===== src/rtl/bus_arbiter_pkg.sv =====
// Shared encodings for bus_arbiter: access sizes, arbiter states, word-tag helper.
package bus_arbiter_pkg;

   localparam logic [1:0] SIZE_BYTE = 2'd0;
   localparam logic [1:0] SIZE_HALF = 2'd1;
   localparam logic [1:0] SIZE_WORD = 2'd2;

   typedef enum logic [1:0] {
      IDLE  = 2'd0,
      FETCH = 2'd1,
      MEM   = 2'd2
   } state_t;

   function automatic logic [29:0] word_tag(input logic [31:0] addr);
      return addr[31:2];
   endfunction

endpackage


===== src/rtl/bus_arbiter_lane_align.sv =====
// bus_lane_align: combinational store byte-lane steering/strobe and load extract/extend.
module bus_lane_align
   import bus_arbiter_pkg::*;
(
   input  logic [1:0]  addr_lo,
   input  logic [1:0]  size,
   input  logic        is_signed,
   input  logic [31:0] store_data,
   input  logic [31:0] read_data,
   output logic [31:0] write_data,
   output logic [3:0]  write_strobe,
   output logic [31:0] load_value
);

   logic [7:0]  byte_s;
   logic [15:0] half_s;

   // Lane steering and extraction; size 3 falls through to word.
   always_comb begin
      write_data   = store_data;
      write_strobe = 4'b1111;
      load_value   = read_data;
      byte_s       = read_data[{addr_lo, 3'b000} +: 8];
      half_s       = addr_lo[1] ? read_data[31:16] : read_data[15:0];
      case (size)
         SIZE_BYTE: begin
            write_data   = {4{store_data[7:0]}};
            write_strobe = 4'b0001 << addr_lo;
            load_value   = {{24{is_signed & byte_s[7]}}, byte_s};
         end
         SIZE_HALF: begin
            write_data   = {2{store_data[15:0]}};
            write_strobe = 4'b0011 << {addr_lo[1], 1'b0};
            load_value   = {{16{is_signed & half_s[15]}}, half_s};
         end
         default: begin
            write_data   = store_data;
            write_strobe = 4'b1111;
            load_value   = read_data;
         end
      endcase
   end

endmodule


===== src/rtl/bus_arbiter.sv =====
// Arbitrates the external bus between fetch and load/store, holding results until accepted.
// Optional single-entry fetch buffer enabled by defining BUS_ARBITER_FETCH_BUFFER_EN.
module bus_arbiter
   import bus_arbiter_pkg::*;
#(
   parameter int ADDR_W = 32
) (
   input  logic              clk,
   input  logic              reset,
   input  logic              fetch_req,
   input  logic [ADDR_W-1:0] fetch_address,
   input  logic              fetch_accept,
   input  logic              fetch_flush,
   output logic [31:0]       fetch_data,
   output logic              fetch_ready,
   input  logic              mem_load,
   input  logic              mem_store,
   input  logic [ADDR_W-1:0] mem_address,
   input  logic [1:0]        mem_size,
   input  logic              mem_signed,
   input  logic [31:0]       mem_store_data,
   input  logic              mem_accept,
   output logic [31:0]       mem_load_data,
   output logic              mem_ready,
   output logic              ext_valid,
   output logic              ext_write,
   output logic [ADDR_W-1:0] ext_address,
   output logic [31:0]       ext_write_data,
   output logic [3:0]        ext_write_strobe,
   input  logic              ext_ready,
   input  logic [31:0]       ext_read_data
);

   state_t            state_r, next_state_s;
   logic              fetch_done_r, mem_done_r, flush_pending_r;
   logic [31:0]       fetch_data_r, mem_load_data_r;
   logic              ext_valid_r, ext_write_r;
   logic [ADDR_W-1:0] ext_address_r;
   logic [31:0]       ext_write_data_r;
   logic [3:0]        ext_write_strobe_r;
   logic [1:0]        lat_lo_r, lat_size_r;
   logic              lat_signed_r;
   logic [1:0]        sel_lo_s, sel_size_s;
   logic [31:0]       lane_wdata_s, lane_load_s;
   logic [3:0]        lane_strobe_s;
   logic              mem_req_s, mem_go_s, fetch_go_s, buf_take_s, fetch_fill_s;
   logic [31:0]       buf_data_s;
   logic              unused_s;

   assign unused_s     = ^fetch_address[1:0];
   assign mem_req_s    = mem_load | mem_store;
   assign mem_go_s     = mem_req_s & ~mem_done_r;
   assign fetch_go_s   = fetch_req & ~fetch_done_r & ~fetch_flush & ~buf_take_s;
   assign fetch_fill_s = (state_r == FETCH) & ext_ready & ~flush_pending_r & ~fetch_flush;

   // In IDLE the aligner sees the live request; afterwards the latched one.
   assign sel_lo_s   = (state_r == IDLE) ? mem_address[1:0] : lat_lo_r;
   assign sel_size_s = (state_r == IDLE) ? mem_size : lat_size_r;

   bus_lane_align u_lane_align (
      .addr_lo      (sel_lo_s),
      .size         (sel_size_s),
      .is_signed    (lat_signed_r),
      .store_data   (mem_store_data),
      .read_data    (ext_read_data),
      .write_data   (lane_wdata_s),
      .write_strobe (lane_strobe_s),
      .load_value   (lane_load_s)
   );

`ifdef BUS_ARBITER_FETCH_BUFFER_EN
   logic        buf_valid_r;
   logic [29:0] buf_tag_r;
   logic [31:0] buf_data_r;

   assign buf_data_s = buf_data_r;
   assign buf_take_s = (state_r == IDLE) & fetch_req & ~fetch_done_r & ~fetch_flush & ~mem_req_s
                     & buf_valid_r & (buf_tag_r == word_tag(fetch_address));

   // Fetch buffer: fill on kept fetches, drop on a store to the same word.
   always_ff @(posedge clk or negedge reset) begin
      if (!reset) begin
         buf_valid_r <= 1'b0;
         buf_tag_r   <= 30'd0;
         buf_data_r  <= 32'd0;
      end else if (fetch_fill_s) begin
         buf_valid_r <= 1'b1;
         buf_tag_r   <= word_tag(ext_address_r);
         buf_data_r  <= ext_read_data;
      end else if ((state_r == MEM) && ext_ready && ext_write_r &&
                   (word_tag(ext_address_r) == buf_tag_r)) begin
         buf_valid_r <= 1'b0;
      end
   end
`else
   assign buf_data_s = 32'd0;
   assign buf_take_s = 1'b0;
`endif

   // State register.
   always_ff @(posedge clk or negedge reset) begin
      if (!reset) state_r <= IDLE;
      else        state_r <= next_state_s;
   end

   // Next-state arbitration: memory stage is older and always wins.
   always_comb begin
      next_state_s = state_r;
      case (state_r)
         IDLE: begin
            if (mem_go_s)        next_state_s = MEM;
            else if (fetch_go_s) next_state_s = FETCH;
            else                 next_state_s = IDLE;
         end
         FETCH:   next_state_s = ext_ready ? IDLE : FETCH;
         MEM:     next_state_s = ext_ready ? IDLE : MEM;
         default: next_state_s = IDLE;
      endcase
   end

   // Bus drive, result capture and done-flag handshakes.
   always_ff @(posedge clk or negedge reset) begin
      if (!reset) begin
         fetch_done_r       <= 1'b0;
         mem_done_r         <= 1'b0;
         flush_pending_r    <= 1'b0;
         fetch_data_r       <= 32'd0;
         mem_load_data_r    <= 32'd0;
         ext_valid_r        <= 1'b0;
         ext_write_r        <= 1'b0;
         ext_address_r      <= '0;
         ext_write_data_r   <= 32'd0;
         ext_write_strobe_r <= 4'd0;
         lat_lo_r           <= 2'd0;
         lat_size_r         <= 2'd0;
         lat_signed_r       <= 1'b0;
      end else begin
         if (mem_accept && mem_done_r) mem_done_r <= 1'b0;
         if (fetch_flush)                       fetch_done_r <= 1'b0;
         else if (fetch_accept && fetch_done_r) fetch_done_r <= 1'b0;
         case (state_r)
            IDLE: begin
               if (mem_go_s) begin
                  ext_valid_r        <= 1'b1;
                  ext_write_r        <= mem_store;
                  ext_address_r      <= {mem_address[ADDR_W-1:2], 2'b00};
                  ext_write_data_r   <= mem_store ? lane_wdata_s : 32'd0;
                  ext_write_strobe_r <= mem_store ? lane_strobe_s : 4'd0;
                  lat_lo_r           <= mem_address[1:0];
                  lat_size_r         <= mem_size;
                  lat_signed_r       <= mem_signed;
               end else if (fetch_go_s) begin
                  ext_valid_r        <= 1'b1;
                  ext_write_r        <= 1'b0;
                  ext_address_r      <= {fetch_address[ADDR_W-1:2], 2'b00};
                  ext_write_data_r   <= 32'd0;
                  ext_write_strobe_r <= 4'd0;
               end else if (buf_take_s) begin
                  fetch_done_r <= 1'b1;
                  fetch_data_r <= buf_data_s;
               end
            end
            FETCH: begin
               if (ext_ready) begin
                  ext_valid_r     <= 1'b0;
                  flush_pending_r <= 1'b0;
                  if (fetch_fill_s) begin
                     fetch_data_r <= ext_read_data;
                     fetch_done_r <= 1'b1;
                  end
               end else if (fetch_flush) begin
                  flush_pending_r <= 1'b1;
               end
            end
            MEM: begin
               if (ext_ready) begin
                  ext_valid_r <= 1'b0;
                  mem_done_r  <= 1'b1;
                  if (!ext_write_r) mem_load_data_r <= lane_load_s;
               end
            end
            default: ext_valid_r <= 1'b0;
         endcase
      end
   end

   assign fetch_data       = fetch_data_r;
   assign fetch_ready      = fetch_done_r;
   assign mem_load_data    = mem_load_data_r;
   assign mem_ready        = mem_done_r;
   assign ext_valid        = ext_valid_r;
   assign ext_write        = ext_write_r;
   assign ext_address      = ext_address_r;
   assign ext_write_data   = ext_write_data_r;
   assign ext_write_strobe = ext_write_strobe_r;

endmodule

===== config.mk =====
export PLATFORM = sky130hd
export DESIGN_NAME = bus_arbiter
export DESIGN_NICKNAME = d
export VERILOG_FILES = /design/src/rtl/bus_arbiter_pkg.sv /design/src/rtl/bus_arbiter_lane_align.sv /design/src/rtl/bus_arbiter.sv
export SDC_FILE = /design/constraint.sdc
export NUM_CORES = 1
export LEC_CHECK = 0
export CORE_ASPECT_RATIO = 2
export CORE_MARGIN = 10
export CORE_UTILIZATION = 40
export CTS_BUF_LIST = sky130_fd_sc_hd__clkbuf_16
export DETAILED_ROUTE_END_ITERATION = 10
export PLACE_DENSITY = 0.77
export SYNTH_ARGS = -nofsm -noshare
export SYNTH_HDL_FRONTEND = slang
export SYNTH_HIERARCHICAL = 1
export SYNTH_SLANG_ARGS = --single-unit

===== constraint.sdc =====
create_clock -name clk -period 2.76 [get_ports clk]
set_input_delay 0.414 -clock clk [delete_from_list [all_inputs] [get_ports clk]]
set_output_delay 0.414 -clock clk [all_outputs]
set_load 0.005 [all_outputs]

After elaboration in Yosys (flattened, before gate mapping)
Cells that the tools add are included.
{"block": "word_totals", "register_bits": 144, "latchBits": 0, "ramBits": 0, "romBits": 0, "in_bits": 140, "output_inout_bits": 136, "wordCells": 84, "n_memories": 0}
{"block": "classes", "add_sub_neg": 0, "multipliers": 0, "n_div": 0, "order_cmp": 0, "eq_ne": 5, "shifts": 3, "n_mux": 35, "bitwise_logic": 14, "reduce_logical": 13}
{"op": "$mux 32", "n": 5}
{"op": "$pmux 32 s2", "n": 2}
{"op": "$shiftx 32x6->8", "n": 1}
{"op": "$mux 1", "n": 17}
{"op": "$mux 16", "n": 1}
{"op": "$mux 4", "n": 3}
{"op": "$and 1x1->1", "n": 8}
{"op": "$mux 2", "n": 4}
{"op": "$pmux 4 s2", "n": 1}
{"op": "$reduce_and 2->1", "n": 4}
{"op": "$pmux 2 s3", "n": 1}
{"op": "$reduce_and 3->1", "n": 2}
{"op": "$not 1->1", "n": 5}
{"op": "$eq 2x1->1 const B", "n": 2}
{"op": "$logic_not 2->1", "n": 2}
{"op": "$reduce_bool 2->1", "n": 2}
{"op": "$shl 1x2->4 const A", "n": 1}
{"op": "$shl 2x2->4 const A", "n": 1}
{"op": "$ne 3x3->1 const B", "n": 1}
{"op": "$eq 2x2->1 const B", "n": 1}
{"op": "$logic_and 1x1->1", "n": 2}
{"op": "$ne 2x1->1 const B", "n": 1}
{"op": "$pmux 1 s2", "n": 1}
{"op": "$reduce_or 2->1", "n": 1}
{"op": "$or 1x1->1", "n": 1}

Logic depth before layout (Yosys ltp)
Gate-level depths: netlist of run 1.
{"block": "depth", "ltp_word": 7, "ltp_mapped": 11}

Modules after synthesis
Netlist of run 1, hierarchy kept.
{"module": "bus_arbiter", "instances": 1, "cells_per_inst": 447, "area_per_inst_um2": 6129.6}
{"module": "bus_lane_align", "instances": 1, "cells_per_inst": 157, "area_per_inst_um2": 1103.6}

Worst setup path before layout of run 1
No wires, ideal clock.
{"block": "synth_path", "path_type": "register -> register", "startpoint": "register state_r[0]", "endpoint": "register mem_load_data_r[11] (netlist: mem_load_data[11])", "arrival_ns": 2.442, "required_ns": 2.635, "path_slack_ns": 0.193, "path_stages_with_launch": 11, "path_buffers": 3, "path_cell_list": "dfrtp_1 > inv_1 > ha_1 > buf_4 > mux2_2 > buf_6 > mux4_2 > and3_1 > buf_2 > a221o_1 > mux2_4"}
{"block": "synth_between", "elab_chain_cells": 5}
{"element": "start: declaration", "line_no": "bus_arbiter.sv:34", "rtl": "state_t state_r, next_state_s;"}
{"element": "start signal: assignment", "line_no": "bus_arbiter.sv:103", "rtl": "else state_r <= next_state_s;"}
{"element": "$logic_not 2->1 *", "line_no": "bus_arbiter.sv:57", "rtl": "assign sel_lo_s = (state_r == IDLE) ? mem_address[1:0] : lat_lo_r;"}
{"element": "$mux 2 *", "line_no": "bus_arbiter.sv:57"}
{"element": "via sel_lo_s[1]", "line_no": "bus_arbiter.sv:43", "rtl": "logic [1:0] sel_lo_s, sel_size_s;"}
{"element": "$shiftx 32x6->8", "line_no": "bus_arbiter_lane_align.sv:23", "rtl": "byte_s = read_data[{addr_lo, 3'b000} +: 8];"}
{"element": "$and 1x1->1", "line_no": "bus_arbiter_lane_align.sv:29", "rtl": "load_value = {{24{is_signed & byte_s[7]}}, byte_s};"}
{"element": "$pmux 32 s2 *", "line_no": "bus_arbiter_lane_align.sv:25", "rtl": "case (size)"}
{"element": "via lane_load_s[11]", "line_no": "bus_arbiter.sv:44", "rtl": "logic [31:0] lane_wdata_s, lane_load_s;"}
{"element": "end signal: assignment", "line_no": "bus_arbiter.sv:179", "rtl": "if (!ext_write_r) mem_load_data_r <= lane_load_s;"}
{"element": "end: declaration", "line_no": "bus_arbiter.sv:36", "rtl": "logic [31:0] fetch_data_r, mem_load_data_r;"}
The timed path passes the listed nets; every way through them passes the cells marked *.
A chain may end at the register's enable or synchronous reset.

Final worst setup path of run 1
{"block": "layout_path", "startpoint": "register state_r[0]", "endpoint": "register mem_load_data_r[1] (netlist: mem_load_data[1])"}
{"block": "layout_between", "elab_chain_cells": 4}
{"element": "$logic_not 2->1", "line_no": "bus_arbiter.sv:57"}
{"element": "$mux 2", "line_no": "bus_arbiter.sv:57"}
{"element": "via sel_lo_s[0]", "line_no": "bus_arbiter.sv:43"}
{"element": "$shiftx 32x6->8", "line_no": "bus_arbiter_lane_align.sv:23"}
{"element": "$pmux 32 s2", "line_no": "bus_arbiter_lane_align.sv:25"}
{"element": "via lane_load_s[1]", "line_no": "bus_arbiter.sv:44"}
The timed path passes the listed nets, and every way through them passes these cells.

==> metrics.txt, run 1 <==
outcome=complete, but fails checks; failing checks=hold timing; CP delay by family, top=simple AND/OR/NAND/NOR gates; htree depth=4; final setup fails=0; Final HPWL DP=18.5 mm; Total Routing Usage GR=19.9%; worst min path class=primary input to asynchronous set/reset pin; first-pass GRT wire length=37.3 mm; Vias=5791; Int Power=8110 µW; Primary FF master, synth=dfrtp_1; grt ovf=0; post-route cell area=10800 µm²; WHS=-0.0274 ns; Syn Inst Count=604; Max-cap violations=0; Pins Over Slew Limit=0; Worst Setup End Kind=register; critical path arrival=3.02 ns; Setup crit start kind=register; Slew headroom=33.7%; setup_tns=0 ns; Net Sw Frac=32.4%; routed length per instance=22.4 µm; RSZ-0062 raised after global routing=no; pin count of the biggest net entering global routing=66; register bit total from synthesis=142; IO buf count=271; Cell Area, Synth=7230 µm²; clk slew on worst S/H paths=0.06 ns; Lkg Pwr=0.00471 µW; Initial DRC Count=313; Filler cells=1436; Residual DRC=0; part of the power in combinational logic=49.7%; Crit path required time=3.12 ns; DIE HEIGHT=210 µm; vias in the first global route=6227; GP Congestion=0.795; CTS Hold Bufs=0; Post-Place Cell Area=10100 µm²; Setup CP Type=register to register; switching power=3890 µW; Worst Path Max Fanout=7; fmax=376 MHz; Post-synth EDFFs=0; clock latency on the worst-skew pair=0.43 ns; Seq/Total Area, Yosys=49.1%; Die ar.=24200 µm²; DRT Pass-1 Iters=5; Yosys Warn Count=6; layout cells sized above 1=19.1%; Slowest Stage Delay on Critical Path=0.73 ns; CTS root buffer=clkbuf_16; register share of total power=28.8%; fin crit period=2.66 ns; Setup Skew=0.0118 ns; CTS Sinks=142; # rows=69; nets=1009; FFs w/ async S/R, synth=100%; initial antenna violation count=2; Unique masters post-synth=45; die width=115 µm; CTS tree=yes; VDD IR max=727 µV; pwr/cell area=1110 nW/µm²; # IOs=276; slowest cell on the critical path=nor3_1; Initial Utilization=40.7%; mean post-synth cell area=12.0 µm²; Clk pwr share=21.5%; crit path cell chain=inv_1 -> ha_1 -> buf_4 -> mux2_2 -> nor2b_1 -> nor3_1 -> a221o_1 -> mux2_4; synthesis-to-layout area growth=49.1%; Setup Buffers After CTS=0; Bufs on Longest Clock Path=2; final hold violation count=8; post-DR vias/cell=5.30; Resized cells post-CTS=0; fin crit share=96.4%; worst path bufs/invs=2; CTS buffer count=17; Post-DRT Antenna Nets=0; core area=17800 µm²; Slew @ Worst Pin=0.990 ns; Total Wirelength=24.4 mm
[metrics by stage]
stage          total power [µW]  worst slack, ns  hold slack, ns  utilization (%)  cells
2_1_floorplan              6600            0.193           0.118                -    605
3_3_place_gp               9380            0.133           0.455             57.0   1059
3_5_place_dp               9510           0.0908           0.463             57.0   1059
4_1_cts                   12100            0.100         0.00716             60.6   1091
5_1_grt                   12700           0.0300          0.0215             60.6   1093
6_report                  12000            0.100         -0.0274             60.6   1093
[power groups by stage]
stage,Clock [µW],Sequential (µW),Combinational [µW]
2_1_floorplan,0,3510,3090
3_3_place_gp,0,3430,5940
3_5_place_dp,0,3490,6020
4_1_cts,2630,3460,6050
5_1_grt,2700,3570,6400
6_report,2580,3460,5960
[final timing paths]
kind,slack (ns),to,from,cells after the start
min in group clk,0.49,fetch_data[7],fetch_data[7],1
max in group asynchronous,2.05,ext_valid,reset,2
max reg2reg,0.10,mem_load_data[1],state_r[0],8
max,0.10,mem_load_data[1],state_r[0],8
min,-0.03,ext_write_data[22],reset,1
min reg2reg,0.49,fetch_data[7],fetch_data[7],1
[Yosys cell counts, drive strengths merged, types with 2 or more instances]
cell / n / share of area (%)
nor3: 2 / 0.29
o21ai: 10 / 0.74
a21oi: 38 / 2.7
nand2: 49 / 2.6
o21bai: 5 / 0.52
mux2: 91 / 16
or3: 30 / 2.6
inv: 42 / 2.2
or2: 2 / 0.17
a221o: 14 / 1.9
nor2: 9 / 0.50
dfrtp: 142 / 49
nand2b: 3 / 0.26
nor2b: 5 / 0.43
ha: 4 / 0.69
clkbuf: 20 / 1.0
a22o: 7 / 0.85
o221a: 30 / 4.7
mux2i: 51 / 7.1
buf: 36 / 4.1
[metal layers]
metal  vias to the layer above  GRT usage, %  share of wire [%]
met1                      2907          21.4                 36
met3                        31          5.23                5.8
met2                       191          35.9                 56
met4                         0          7.38                2.2
li1                       2662             -                  -
met5                         -             0                  0
[worst register-to-register path: cells and delay by family, from the launching register on]
family | cells | cell delay, ns
compound gates | 1 | 0.30
fa+ha+maj | 1 | 0.18
simple gates | 2 | 0.90
flops | 1 | 0.40
buf+inv | 2 | 0.29
mux | 2 | 0.54
[registers in the layout, summed over array words and instances, names as in the netlist]
register and flops:
mem_ready 1, lat_lo_r 2, fetch_data 32, lat_size_r 2, ext_address 30, ext_write 1
mem_load_data 32, fetch_ready 1, ext_valid 1, state_r 2, lat_signed_r 1, ext_write_strobe 4
ext_write_data 32, flush_pending_r 1
[area by class of cell]
class | count | area (µm²) | area share, %
Multi-Input combinational cell | 365 | 3170 | 29.4
Tap cell | 213 | 267 | 2.47
Sequential cell | 142 | 3550 | 32.9
Clock buffer | 17 | 425 | 3.94
Timing Repair Buffer | 297 | 2980 | 27.7
Clock inverter | 15 | 226 | 2.10
Inverter | 42 | 158 | 1.46
Antenna cell | 2 | 5.00 | 0.0464
[cell usage in the layout (no fill, tap or decap), types with 2 or more instances in the layout]
cell             instances
clkdlybuf4s50_1        270
dfrtp_1                142
mux2i_1                 51
nand2_1                 48
inv_1                   44
mux2_2                  41
a21oi_1                 37
mux2_4                  30
or3_1                   30
o221a_2                 30
mux2_1                  20
buf_4                   20
clkbuf_16               17
a221o_1                 14
o21ai_0                  9
nor2_1                   8
a22o_1                   7
bufinv_16                6
buf_12                   6
o21bai_1                 5
ha_1                     4
nor2b_1                  4
nand2b_1                 3
clkinv_2                 3
diode_2                  2
or2_2                    2
conb_1                   2
clkinv_1                 2
[kinds of logic (layout without fill, tap and decap cells)]
| kind of cell | count (synthesis) | count (layout) | share of synthesized area (%) |
|---|---|---|---|
| multiplexers | 143 | 143 | 23.1 |
| flip-flops | 142 | 142 | 49.1 |
| AO/OA/AOI/OAI | 108 | 108 | 11.8 |
| AND/OR/NAND/NOR | 108 | 108 | 7.94 |
| buffers and inverters | 98 | 371 | 7.28 |
| adder cells (fa/ha/maj) | 4 | 4 | 0.692 |
| other | 1 | 4 | 0.0518 |
Note: power is estimated with default switching activity, not from simulation.
==> inputs of run 2 (changes only) <==
CORE_UTILIZATION = 39   (was 40)
SYNTH_HIERARCHICAL = unset   (was 1)
==> run 2 against run 1 <==
  * The run now ends clean
  * Hold slack better by 0.50 ns
  * Cell count about the same
  * Clock skew down 0.0016 ns
  * Synthesized cell count down 0.66%
  * Synthesized area down 10%
  * Largest cell class unchanged
  * Largest power group unchanged
  * Power down 7.9%
  * Non-clock buffer count down 2
  * Global-route usage up 0.28 points
  * Die area down 6.8%
==> metrics.txt, run 2 <==
outcome=complete, no violations; most common cell after layout, fill and taps aside=clkdlybuf4s50_1; Setup Buffers After CTS=0; Int Power=7230 µW; Detail Route met3 WL=1.82 mm; mean post-synth cell area=10.8 µm²; worst hold stages=2; CTS tree=yes; Yosys Warn Count=0; Final Power=11000 µW; FFs w/ async S/R, synth=100%; RSZ-0062 raised after global routing=no; core area=16400 µm²; Crit path required time=3.03 ns; clk slew on worst S/H paths=0.06 ns; clock latency on the worst-skew pair=0.42 ns; Clk pwr share=19.9%; # IOs=276; Primary FF master, synth=dfrtp_1; routed length per instance=20.9 µm; Metal-1 WL=7.69 mm; Lkg Pwr=0.00439 µW; register bit total from synthesis=142; dpl cells=1060; CTS Sinks=142; crit path cell chain=inv_1 -> ha_2 -> mux2_4 -> mux2i_1 -> nor3_2 -> a21oi_4 -> a21oi_1; Cell Area, Synth=6500 µm²; CP delay by family, top=multiplexers; CTS buffer count=17; worst setup margin=0.337 ns; VDD IR max=639 µV; Bufs on Longest Clock Path=2; Net Sw Frac=34.5%; Die ar.=22600 µm²; Max-cap violations=0; vias in the first global route=6328; Seq/Total Area, Yosys=54.6%; Pins Over Slew Limit=0; Setup WS pre-CTS=0.195 ns; instance count on the critical path=7; worst min path class=register to register; commonest non-fill, non-tap cells in the layout=270 x clkdlybuf4s50_1, 142 x dfrtp_1, 82 x nand2_1; Reg2Reg Depth=7; final setup fails=0; uppermost layer routed=met4; Unique masters post-synth=52; pwr/cell area=1100 nW/µm²; fin crit period=2.42 ns; Residual DRC=0; register share of total power=32.6%; Post-synth EDFFs=0; Synth top cells by count=142 x dfrtp_1, 82 x nand2_1, 62 x o21ai_0; DRT Pass-1 Iters=5; top cells by area, synth=dfrtp_1 55%, mux2i_1 7.1%, mux2_2 6.4%; layout cells sized above 1=11.7%; largest area contributor in the netlist=dfrtp_1; worst path bufs/invs=1; Syn Inst Count=600; Slew @ Worst Pin=0.684 ns; Setup crit start kind=register; IO buf count=271; top-count cell post-synth=dfrtp_1; fin crit share=87.8%; Total Wirelength=22.8 mm; Worst Setup End Kind=register; Worst Path Max Fanout=17; slowest cell on the critical path=mux2_4; Yosys top cell area share=54.6%; post-DR vias/cell=5.24; die width=111 µm; Vias=5723; pin count of the biggest net entering global routing=61; met2 wire length=12.5 mm; first-pass GRT wire length=36.1 mm; # rows=66; Initial DRC Count=175; critical path arrival=2.69 ns; DIE HEIGHT=203 µm; Initial Utilization=39.8%; fmax=413 MHz; WHS=0.475 ns; Total Routing Usage GR=20.2%; Slowest Stage Delay on Critical Path=0.44 ns; initial antenna violation count=0; antenna cells=0; htree depth=4; grt ovf=0; final hold violation count=0; CTS root buffer=clkbuf_16; nets=1020; Final HPWL DP=17.7 mm; Setup CP Type=register to register; part of the power in combinational logic=47.5%; Post-DRT Antenna Nets=0; switching power=3810 µW; post-route insts no fill=1092; Slew headroom=54.4%; Setup Skew=0.0101 ns; synthesis-to-layout area growth=55.0%; GP Congestion=0.878; setup_tns=0 ns
==> run 2: repair_timing <==
action                                  CTS  global route
hold buffers                              1             0
endpoints found under the setup margin    0             2
gates resized for setup                   0             1
endpoints found under the hold margin    48             0
==> run 2: area by class of cell <==
class                      instances  area [µm²]
fill                            1314        6270
sequential                       142        3550
timing repair buffer             295        2930
multi-input combinational        413        2760
clock buffer                      17         425
tap                              204         255
clock inverter                    14         128
inverter                           7        26.3
==> run 2: path summary, 6_finish.rpt <==
kind	slack, ns	startpoint	end
min	0.48	ext_write_data[10]	ext_write_data[10]
min reg2reg	0.48	ext_write_data[10]	ext_write_data[10]
min in group asynchronous	0.50	reset	fetch_data[1]
max reg2reg	0.34	state_r[0]	mem_load_data[24]
max in group asynchronous	1.50	reset	ext_write_data[6]
max	0.34	state_r[0]	mem_load_data[24]
==> run 2: per-layer routing <==
metal | vias up | track usage, %
li1 | 2686 | -
met1 | 2765 | 19.8
met2 | 238 | 36.7
met3 | 34 | 7.41
met4 | 0 | 8.99
met5 | - | 0
==> run 2: kinds of logic (layout without fill, tap and decap cells) <==
group,Yosys count,after routing,synth area share [%]
mux,86,86,14.3
buf+inv,46,333,3.44
simple gates,145,145,9.64
other cells,1,2,0.0577
flops,142,142,54.6
fa+ha+maj,4,4,0.770
compound gates,176,176,17.2
==> run 2: power groups by stage <==
| stage | Clock, µW | Sequential (µW) | Combinational (µW) |
|---|---|---|---|
| finish | 2200 | 3600 | 5240 |
| global route | 2330 | 3740 | 5730 |
| CTS | 2250 | 3610 | 5340 |
| detailed placement | 0 | 3640 | 5310 |
| global placement | 0 | 3590 | 5210 |
| floorplan | 0 | 3660 | 2270 |
==> run 2: worst reg2reg max path, delay by kind of cell (launching register included) <==
family,cells,cell delay [ns]
and+or+nand+nor,1,0.09
adders and majority gates,1,0.38
DFF,1,0.40
buffers and inverters,1,0.10
AOI/OAI and AO/OA,2,0.58
muxes,2,0.73
==> run 2: per-stage QoR <==
step	instance area, µm²	util, %
final	10100	61.6
after global routing	10100	61.6
after CTS	10100	61.6
after detailed placement	9510	58.2
after global placement	9510	58.2
after floorplan	6510	-
==> inputs of run 3 (changes only) <==
SLEW_MARGIN = 10   (was unset)
==> results of run 3 <==
The final DEF is identical to that of run 2; final timing and power are the same.
